**config.mk**
```make
export PLATFORM = sky130hd
export DESIGN_NAME = sram_bus_arbiter
export DESIGN_NICKNAME = d
export VERILOG_FILES = /design/src/rtl/sram_bus_arbiter.sv
export SDC_FILE = /design/constraint.sdc
export NUM_CORES = 1
export LEC_CHECK = 0
export BUFFER_PORTS_ARGS = -buffer_cell sky130_fd_sc_hd__buf_2
export CORE_AREA = 3 3 143 145
export DETAILED_ROUTE_END_ITERATION = 10
export DIE_AREA = 0 0 146 148
export PLACE_DENSITY_LB_ADDON = 0.12
export SKIP_LAST_GASP = 1
export SYNTH_ARGS = -nofsm -noshare
export SYNTH_HDL_FRONTEND = slang
export SYNTH_SLANG_ARGS = --single-unit
export TNS_END_PERCENT = 30
```
**constraint.sdc**
```tcl
create_clock -name clk -period 3.9 [get_ports clk]
set_input_delay 0.78 -clock clk [delete_from_list [all_inputs] [get_ports clk]]
set_output_delay 0.78 -clock clk [all_outputs]
set_load 0.05 [all_outputs]
```
**src/rtl/sram_bus_arbiter.sv**
```systemverilog
// Two-master (IFU read-only, LSU read/write) to one-slave arbiter for the shared
// SRAM AXI4-Lite-style bus. Exactly one transaction is outstanding at a time; the
// grant is held from address handshake to response handshake and every channel of
// the granted master is passed straight through to the slave port.
module sram_bus_arbiter #(
    parameter int unsigned ADDR_W = 32,
    parameter int unsigned DATA_W = 32,
    parameter bit          RR_EN  = 1'b1
) (
    input  logic                  clk,
    input  logic                  reset,

    // IFU read master
    input  logic [ADDR_W-1:0]     ifu_araddr,
    input  logic                  ifu_arvalid,
    output logic                  ifu_arready,
    output logic [DATA_W-1:0]     ifu_rdata,
    output logic [1:0]            ifu_rresp,
    output logic                  ifu_rvalid,
    input  logic                  ifu_rready,

    // LSU read/write master
    input  logic [ADDR_W-1:0]     lsu_araddr,
    input  logic                  lsu_arvalid,
    output logic                  lsu_arready,
    output logic [DATA_W-1:0]     lsu_rdata,
    output logic [1:0]            lsu_rresp,
    output logic                  lsu_rvalid,
    input  logic                  lsu_rready,
    input  logic [ADDR_W-1:0]     lsu_awaddr,
    input  logic                  lsu_awvalid,
    output logic                  lsu_awready,
    input  logic [DATA_W-1:0]     lsu_wdata,
    input  logic [DATA_W/8-1:0]   lsu_wstrb,
    input  logic                  lsu_wvalid,
    output logic                  lsu_wready,
    output logic [1:0]            lsu_bresp,
    output logic                  lsu_bvalid,
    input  logic                  lsu_bready,

    // SRAM / SoC slave port
    output logic [ADDR_W-1:0]     sram_araddr,
    output logic                  sram_arvalid,
    input  logic                  sram_arready,
    input  logic [DATA_W-1:0]     sram_rdata,
    input  logic [1:0]            sram_rresp,
    input  logic                  sram_rvalid,
    output logic                  sram_rready,
    output logic [ADDR_W-1:0]     sram_awaddr,
    output logic                  sram_awvalid,
    input  logic                  sram_awready,
    output logic [DATA_W-1:0]     sram_wdata,
    output logic [DATA_W/8-1:0]   sram_wstrb,
    output logic                  sram_wvalid,
    input  logic                  sram_wready,
    input  logic [1:0]            sram_bresp,
    input  logic                  sram_bvalid,
    output logic                  sram_bready,

    // Debug: 00 none, 01 IFU read, 10 LSU read, 11 LSU write
    output logic [1:0]            grant
);

    // Encoding doubles as the debug grant value.
    typedef enum logic [1:0] {
        StIdle  = 2'b00,
        StIfuRd = 2'b01,
        StLsuRd = 2'b10,
        StLsuWr = 2'b11
    } state_e;

    state_e state_q, state_d;
    // 1 when the LSU received the most recent grant; used for round-robin ties.
    logic   last_lsu_q, last_lsu_d;
    logic   lsu_req;
    logic   lsu_wins;

    assign lsu_req = lsu_arvalid | lsu_awvalid;
    // LSU takes the bus when alone, under fixed priority, or when IFU was served last.
    assign lsu_wins = lsu_req && (!ifu_arvalid || !RR_EN || !last_lsu_q);

    // State and round-robin history registers; reset leaves LSU winning the first tie.
    always_ff @(posedge clk or negedge reset) begin
        if (!reset) begin
            state_q    <= StIdle;
            last_lsu_q <= 1'b0;
        end else begin
            state_q    <= state_d;
            last_lsu_q <= last_lsu_d;
        end
    end

    // Next state: arbitrate in idle, hold the grant until the response handshake.
    always_comb begin
        state_d    = state_q;
        last_lsu_d = last_lsu_q;
        unique case (state_q)
            StIdle: begin
                if (lsu_wins) begin
                    // A read and a write from the LSU together: the read goes first.
                    state_d    = lsu_arvalid ? StLsuRd : StLsuWr;
                    last_lsu_d = 1'b1;
                end else if (ifu_arvalid) begin
                    state_d    = StIfuRd;
                    last_lsu_d = 1'b0;
                end
            end
            StIfuRd: begin
                if (sram_rvalid && ifu_rready) state_d = StIdle;
            end
            StLsuRd: begin
                if (sram_rvalid && lsu_rready) state_d = StIdle;
            end
            StLsuWr: begin
                if (sram_bvalid && lsu_bready) state_d = StIdle;
            end
            default: state_d = StIdle;
        endcase
    end

    // Channel routing: pure pass-through for the granted master, everything else zero.
    always_comb begin
        ifu_arready  = 1'b0;
        ifu_rdata    = '0;
        ifu_rresp    = '0;
        ifu_rvalid   = 1'b0;
        lsu_arready  = 1'b0;
        lsu_rdata    = '0;
        lsu_rresp    = '0;
        lsu_rvalid   = 1'b0;
        lsu_awready  = 1'b0;
        lsu_wready   = 1'b0;
        lsu_bresp    = '0;
        lsu_bvalid   = 1'b0;
        sram_araddr  = '0;
        sram_arvalid = 1'b0;
        sram_rready  = 1'b0;
        sram_awaddr  = '0;
        sram_awvalid = 1'b0;
        sram_wdata   = '0;
        sram_wstrb   = '0;
        sram_wvalid  = 1'b0;
        sram_bready  = 1'b0;
        unique case (state_q)
            StIdle: begin
            end
            StIfuRd: begin
                sram_araddr  = ifu_araddr;
                sram_arvalid = ifu_arvalid;
                ifu_arready  = sram_arready;
                ifu_rdata    = sram_rdata;
                ifu_rresp    = sram_rresp;
                ifu_rvalid   = sram_rvalid;
                sram_rready  = ifu_rready;
            end
            StLsuRd: begin
                sram_araddr  = lsu_araddr;
                sram_arvalid = lsu_arvalid;
                lsu_arready  = sram_arready;
                lsu_rdata    = sram_rdata;
                lsu_rresp    = sram_rresp;
                lsu_rvalid   = sram_rvalid;
                sram_rready  = lsu_rready;
            end
            StLsuWr: begin
                // AW and W are independent; either may complete first.
                sram_awaddr  = lsu_awaddr;
                sram_awvalid = lsu_awvalid;
                lsu_awready  = sram_awready;
                sram_wdata   = lsu_wdata;
                sram_wstrb   = lsu_wstrb;
                sram_wvalid  = lsu_wvalid;
                lsu_wready   = sram_wready;
                lsu_bresp    = sram_bresp;
                lsu_bvalid   = sram_bvalid;
                sram_bready  = lsu_bready;
            end
            default: begin
            end
        endcase
    end

    assign grant = state_q;

`ifndef SYNTHESIS
    // No slave-side handshake may complete while nothing is granted.
    a_idle_quiet: assert property (@(posedge clk) disable iff (!reset)
        (state_q == StIdle) |-> !((sram_arvalid && sram_arready) ||
                                  (sram_rvalid  && sram_rready)  ||
                                  (sram_awvalid && sram_awready) ||
                                  (sram_wvalid  && sram_wready)  ||
                                  (sram_bvalid  && sram_bready)));

    // Write grant never completes a read response.
    a_no_r_in_wr: assert property (@(posedge clk) disable iff (!reset)
        (state_q == StLsuWr) |-> !(sram_rvalid && sram_rready));

    // Read grants never complete a write response.
    a_no_b_in_rd: assert property (@(posedge clk) disable iff (!reset)
        ((state_q == StIfuRd) || (state_q == StLsuRd)) |-> !(sram_bvalid && sram_bready));
`endif

endmodule

```
==> flow_metrics.py, run 1 <==
metrics = {
    "status": {
        "outcome": "completed",
    },
    "synthesis": {
        "yosysTopAreaCellShare_pct": 51.7,
        "synth_top_area_cell": "and2_1",
        "synth_common_cells": "and2_1, a22oi_1, nor2b_1",
        "async_flop_share_pct": 100,
        "ys_types": 20,
        "synth_area_per_cell_sq_um": 6.70,
        "synth_area_leaders": "and2_1, a22oi_1, nor2b_1, clkbuf_1, dfrtp_1",
        "ys_warn_count": 0,
        "seq_area_frac_synth_pct": 4.20,
        "synth-main-ff-cell": "dfrtp_1",
        "synth_most_common_cell": "and2_1",
        "netlist_area_sq_um": 1790,
        "syn_inst": 267,
        "synth-seq-cells": 3,
        "syn_nets": 455,
        "synth_edf_count": 0,
    },
    "clock_tree": {
        "post-cts-setup-buffers": 0,
        "cts_num_sinks": 3,
        "clkLatencyLatePin_ps": 220,
        "htreeDepth": 1,
        "cts_tree": "built",
        "cts.repair.resized": 0,
        "clkTransAtPathRegs_ps": 30,
        "postCtsHoldBufs": 0,
        "cts_inserted_buffers": 3,
        "clockBufferDepth": 2,
        "root_buffer": "clkbuf_16",
    },
    "finish": {
        "post-route-cell-area_sq_um": 3960,
        "n_antenna_cell": 0,
        "nets": 803,
        "syn_to_final_growth_pct": 121,
        "utilization_pct": 20.5,
        "drive_gt1_share_pct": 61.6,
        "fillers": 2235,
        "final_cells": 879,
    },
    "setup_path": {
        "cp_data_required_time_ps": 3120,
        "crit_family": "buffers and inverters",
        "worst_setup_path_end_kind": "primary output",
        "critical-path-max-stage-delay_ps": 690,
        "worstPathCellList": "inv_1, ha_2, buf_4, and2_1, buf_2",
        "start_kind": "flip-flop",
        "path_class": "reg -> out",
        "reg2reg_from": "grant[1]",
        "crit_arrival_ps": 2300,
        "critPathBufInv": 3,
        "startpoint": "grant[1]",
        "cp_max_fo": 39,
        "critPathSlowestCell": "ha_2",
    },
    "routing": {
        "num_vias": 3097,
        "route.detailed.drc": 0,
        "drt-vias-per-instance": 3.52,
        "drtIter0Drc": 51,
        "drtAntennaViolNets": 0,
        "wl_mm": 11.7,
        "detail_route.wl_per_cell_um": 13.3,
        "dr.pass1.iters": 4,
    },
    "die": {
        "die_w_um": 146,
        "start_util_pct": 9.25,
        "ioPinCount": 366,
        "fp-row-count": 51,
        "core_sq_um": 19300,
        "die_h_um": 148,
        "dieArea_sq_um": 21600,
    },
    "min_path": {
        "min_path_type": "in -> async",
    },
    "timing": {
        "finalHoldViolCount": 0,
        "rsz0062_at_grt": "no",
        "fin_crit_ps": 3080,
        "tightest_slew_ps": 853,
        "slew_headroom_pct": 43.1,
        "whs_ps": 354,
        "finalSetupViolations": 0,
        "setup-tns-final_ps": 0,
        "drv_slew": 0,
        "fin_worst_skew_ps": 0.863,
        "max_freq_ghz": 0.324,
        "period_share_pct": 79.1,
    },
    "power_and_ir_drop": {
        "p_leak_nw": 2.43,
        "ir_worst_vdd_mv": 0.173,
        "p_per_area_nw_per_um2": 761,
    },
    "grt": {
        "top_usage_layer": "met2",
        "grt_pass1_wl_mm": 16.7,
        "met1_usage_pct": 9.45,
        "grt_overflow": 0,
        "use_met3_pct": 2.94,
        "grt_max_degree": 43,
        "met2_usage_pct": 19.7,
        "grt_use_total_pct": 9.57,
        "grt_pass1_vias": 3156,
        "grt_antenna_before_repair": 2,
    },
    "placement": {
        "placed_cells": 875,
        "hpwl_mm": 10.2,
        "post_dp_cell_area_sq_um": 3880,
        "gp_congestion": 0.819,
        "portBuffers": 365,
    },
    "flow_run": {
        "cap_violations": 0,
    },
}
per-layer routing:
| metal | wire, um | share of wire (%) | up-vias |
|---|---|---|---|
| li1 | - | - | 1553 |
| met1 | 4000 | 34 | 1344 |
| met2 | 6440 | 55 | 184 |
| met3 | 1090 | 9.3 | 12 |
| met4 | 116 | 0.99 | 4 |
| met5 | 21 | 0.18 | - |
cell type report:
cell class,count,area [sq um],share of cell area [%]
Clock buffer,4,78.8,1.99
Inverter,2,7.51,0.190
Multi-Input combinational cell,235,1600,40.5
Sequential cell,3,75.1,1.90
Tap cell,265,332,8.38
Timing Repair Buffer,370,1860,47.1
path summary, 6_finish.rpt:
path	endpoint	slack [ps]	cells after the start
min	grant[1]	350	1
max reg2reg	grant[0]	1760	5
max	ifu_rdata[5]	820	5
max in group asynchronous	last_lsu_q	3430	1
min in group clk	last_lsu_q	530	1
min reg2reg	last_lsu_q	530	1
power by group:
part | total [mW] | internal (mW) | switching [mW] | leakage, nW
clock network | 0.162 | 0.135 | 0.0274 | 0.0382
logic | 2.79 | 0.714 | 2.07 | 2.36
registers | 0.0628 | 0.0462 | 0.0166 | 0.0365
total | 3.01 | 0.895 | 2.12 | 2.43
cell families (layout without fill, tap and decap cells):
group / count (synthesis) / after routing / share of synthesized area, %
DFF: 3 / 3 / 4.20
adders and majority gates: 6 / 6 / 4.20
buffers and inverters: 29 / 376 / 6.57
and+or+nand+nor: 187 / 187 / 66.3
muxes: 2 / 2 / 1.19
AOI/OAI and AO/OA: 40 / 40 / 17.6
cells in the final DEF (no fill, tap or decap):
cell type	synthesis	routed
nor4b_2	1	1
clkbuf_1	22	1
a21boi_4	1	1
a22o_1	1	1
mux2i_1	1	1
buf_4	0	5
ha_1	6	4
a22oi_1	34	34
a21boi_0	1	1
nor4_4	1	1
a21boi_1	2	2
inv_1	2	2
nand2_1	3	3
ha_2	0	2
nor2b_1	34	34
mux2_1	1	1
a2bb2oi_1	1	1
dfrtp_1	3	3
buf_2	1	365
clkbuf_16	0	3
and2_1	148	148
flip-flops by register name (all words and copies together) (netlist names):
name / flops
grant: 2
last_lsu_q: 1
per-stage QoR:
| step | worst slack [ps] | power (mW) |
|---|---|---|
| floorplan | 938 | 2.23 |
| global placement | 1100 | 2.90 |
| detailed placement | 1010 | 2.89 |
| CTS | 773 | 3.06 |
| global route | 652 | 3.18 |
| finish | 815 | 3.01 |
No activity file was read; power rests on OpenSTA's default activity.
==> run 2: changes to the inputs <==
--- a/config.mk
+++ b/config.mk
@@ -5,6 +5,7 @@
 export SDC_FILE = /design/constraint.sdc
 export NUM_CORES = 1
 export LEC_CHECK = 0
+export ABC_AREA = 1
 export BUFFER_PORTS_ARGS = -buffer_cell sky130_fd_sc_hd__buf_2
 export CORE_AREA = 3 3 143 145
 export DETAILED_ROUTE_END_ITERATION = 10
==> constraint.sdc (replaced) <==
create_clock -name clk -period 2.5 [get_ports clk]
set_input_delay 0.5 -clock clk [delete_from_list [all_inputs] [get_ports clk]]
set_output_delay 0.5 -clock clk [all_outputs]
set_load 0.05 [all_outputs]
==> flow_metrics.py, run 2 <==
metrics = {
    "status": {
        "outcome": "completed",
    },
    "grt": {
        "grt_pass1_wl_mm": 19.6,
        "grt_max_degree": 78,
        "grt_overflow": 0,
        "grt_pass1_vias": 3691,
        "grt_antenna_before_repair": 4,
        "grt_use_total_pct": 11.3,
    },
    "setup_path": {
        "crit_arrival_ps": 1780,
        "critical-path-max-stage-delay_ps": 420,
        "critPathSlowestCell": "dfrtp_1",
        "path_class": "reg -> out",
        "start_kind": "flip-flop",
        "worstPathCellList": "inv_1, ha_2, buf_12, nand2_1, a21oi_1, buf_2",
        "cp_max_fo": 33,
        "worst_setup_path_end_kind": "primary output",
        "cp_data_required_time_ps": 2000,
    },
    "finish": {
        "utilization_pct": 21.8,
        "final_common_cell": "buf_2",
        "nets": 1007,
        "syn_to_final_growth_pct": 102,
        "largest_register_ffs": 2,
        "drive_gt1_share_pct": 48.7,
        "final_cell_mix": "buf_2, nand2_1, inv_1",
        "final_cells": 1086,
        "fillers": 2331,
        "post-route-cell-area_sq_um": 4220,
    },
    "die": {
        "fp-row-count": 51,
        "start_util_pct": 10.8,
        "die_w_um": 146,
        "ioPinCount": 366,
        "die_h_um": 148,
        "dieArea_sq_um": 21600,
        "core_sq_um": 19300,
    },
    "clock_tree": {
        "cts_num_sinks": 3,
        "clockBufferDepth": 2,
        "cts_inserted_buffers": 3,
        "post-cts-setup-buffers": 0,
        "root_buffer": "clkbuf_16",
        "cts_tree": "built",
        "clkTransAtPathRegs_ps": 30,
        "htreeDepth": 1,
        "clkLatencyLatePin_ps": 230,
    },
    "power_and_ir_drop": {
        "p_per_area_nw_per_um2": 1080,
        "p_leak_nw": 3.62,
        "ir_worst_vdd_mv": 0.280,
    },
    "routing": {
        "dr.pass1.iters": 4,
        "drtIter0Drc": 70,
        "drt-vias-per-instance": 3.49,
        "drtAntennaViolNets": 0,
        "route.detailed.drc": 0,
        "num_vias": 3788,
        "wl_mm": 13.5,
        "detail_route.wl_per_cell_um": 12.4,
    },
    "synthesis": {
        "synth_common_cells": "nand2_1, inv_1, a21oi_1",
        "synth_area_leaders": "nand2_1, inv_1, a21oi_1, buf_6, dfrtp_1",
        "yosysTopAreaCellShare_pct": 39.5,
        "async_flop_share_pct": 100,
        "syn_inst": 472,
        "synth_compound_gate_area_share_pct": 9.56,
        "synth_top_family_by_area": "simple AND/OR/NAND/NOR gates",
        "synth_edf_count": 0,
        "seq_area_frac_synth_pct": 3.59,
        "synth_most_common_cell": "nand2_1",
        "ys_warn_count": 0,
        "synth-seq-cells": 3,
        "synth_area_per_cell_sq_um": 4.43,
        "syn_nets": 660,
        "synth_mux_area_share_pct": 0,
        "netlist_area_sq_um": 2090,
        "yosys.area_share.simple_pct": 44.2,
        "synth_xor_area_share_pct": 0,
        "ys_types": 16,
        "synth-main-ff-cell": "dfrtp_1",
        "synth_top_area_cell": "nand2_1",
        "synthAdderAreaFrac_pct": 3.59,
    },
    "timing": {
        "max_freq_ghz": 0.439,
        "tightest_slew_ps": 341,
        "slew_headroom_pct": 77.3,
        "finalHoldViolCount": 0,
        "finalSetupViolations": 0,
        "fin_crit_ps": 2280,
        "drv_slew": 0,
        "rsz0062_at_grt": "no",
        "period_share_pct": 91.1,
        "setup_ws_ps": 223,
        "fin_worst_skew_ps": 3.40,
    },
    "placement": {
        "portBuffers": 365,
        "hpwl_mm": 11.5,
        "post_dp_cell_area_sq_um": 4130,
        "placed_cells": 1079,
        "place_ws_ps": 348,
        "gp_congestion": 0.754,
    },
    "min_path": {
        "min_path_type": "in -> async",
    },
    "flow_run": {
        "cap_violations": 0,
    },
}
==> run 2: critical path, delay by kind of cell, from the launching register on <==
kind,cells,cell delay (ps)
AO/OA/AOI/OAI,1,150
adder cells (fa/ha/maj),1,250
buffers and inverters,3,610
flip-flops,1,420
AND/OR/NAND/NOR,1,90
==> run 2: cell type report <==
class | count | area [sq um] | area share (%)
well taps | 265 | 332 | 7.85
inverters | 158 | 596 | 14.1
multi-input cells | 283 | 1210 | 28.6
flip-flops and latches | 3 | 75.1 | 1.78
clock buffers | 4 | 78.8 | 1.87
diodes | 3 | 7.51 | 0.178
repair buffers | 370 | 1930 | 45.6
==> run 2: path summary, 6_finish.rpt <==
path	start	end	slack, ps	depth (start not counted)
worst min-delay path	reset	grant[1]	70	1
worst min register to register	last_lsu_q	last_lsu_q	510	2
worst max-delay path	grant[1]	sram_araddr[28]	220	6
max in group asynchronous	reset	grant[0]	2300	1
min in group clk	last_lsu_q	last_lsu_q	510	2
worst max register to register	grant[0]	grant[0]	1010	8
==> run 2: report_power, final <==
part           switching, mW  internal (mW)
Sequential            0.0204         0.0716
Combinational           3.30          0.903
Clock                 0.0476          0.211
Total                   3.37           1.19
==> run 2: per-stage QoR <==
step	setup TNS (ps)	hold slack, ps	power [mW]
2_1_floorplan	-4120	204	3.38
3_3_place_gp	0	315	4.40
3_5_place_dp	0	317	4.36
4_1_cts	0	80.3	4.63
5_1_grt	0	81.5	4.86
6_report	0	72.4	4.55
==> run 2: cell families after synthesis <==
kind of cell / count (synthesis)
adders and majority gates: 6
AOI/OAI and AO/OA: 39
buffers and inverters: 186
DFF: 3
and+or+nand+nor: 238
==> run 2: routing by layer <==
metal | vias up | track usage (%) | share of wire, %
met3 | 16 | 2.12 | 7.7
li1 | 1966 | - | -
met4 | 2 | 3.25 | 1.8
met1 | 1602 | 11.3 | 36
met2 | 202 | 23.2 | 55
met5 | - | 0 | 0.089
==> run 2: repair_timing <==
action                                 CTS  global route
hold buffers                             0             0
setup endpoints to repair                0             3
gates resized for setup                  0             2
endpoints found under the hold margin    0             0
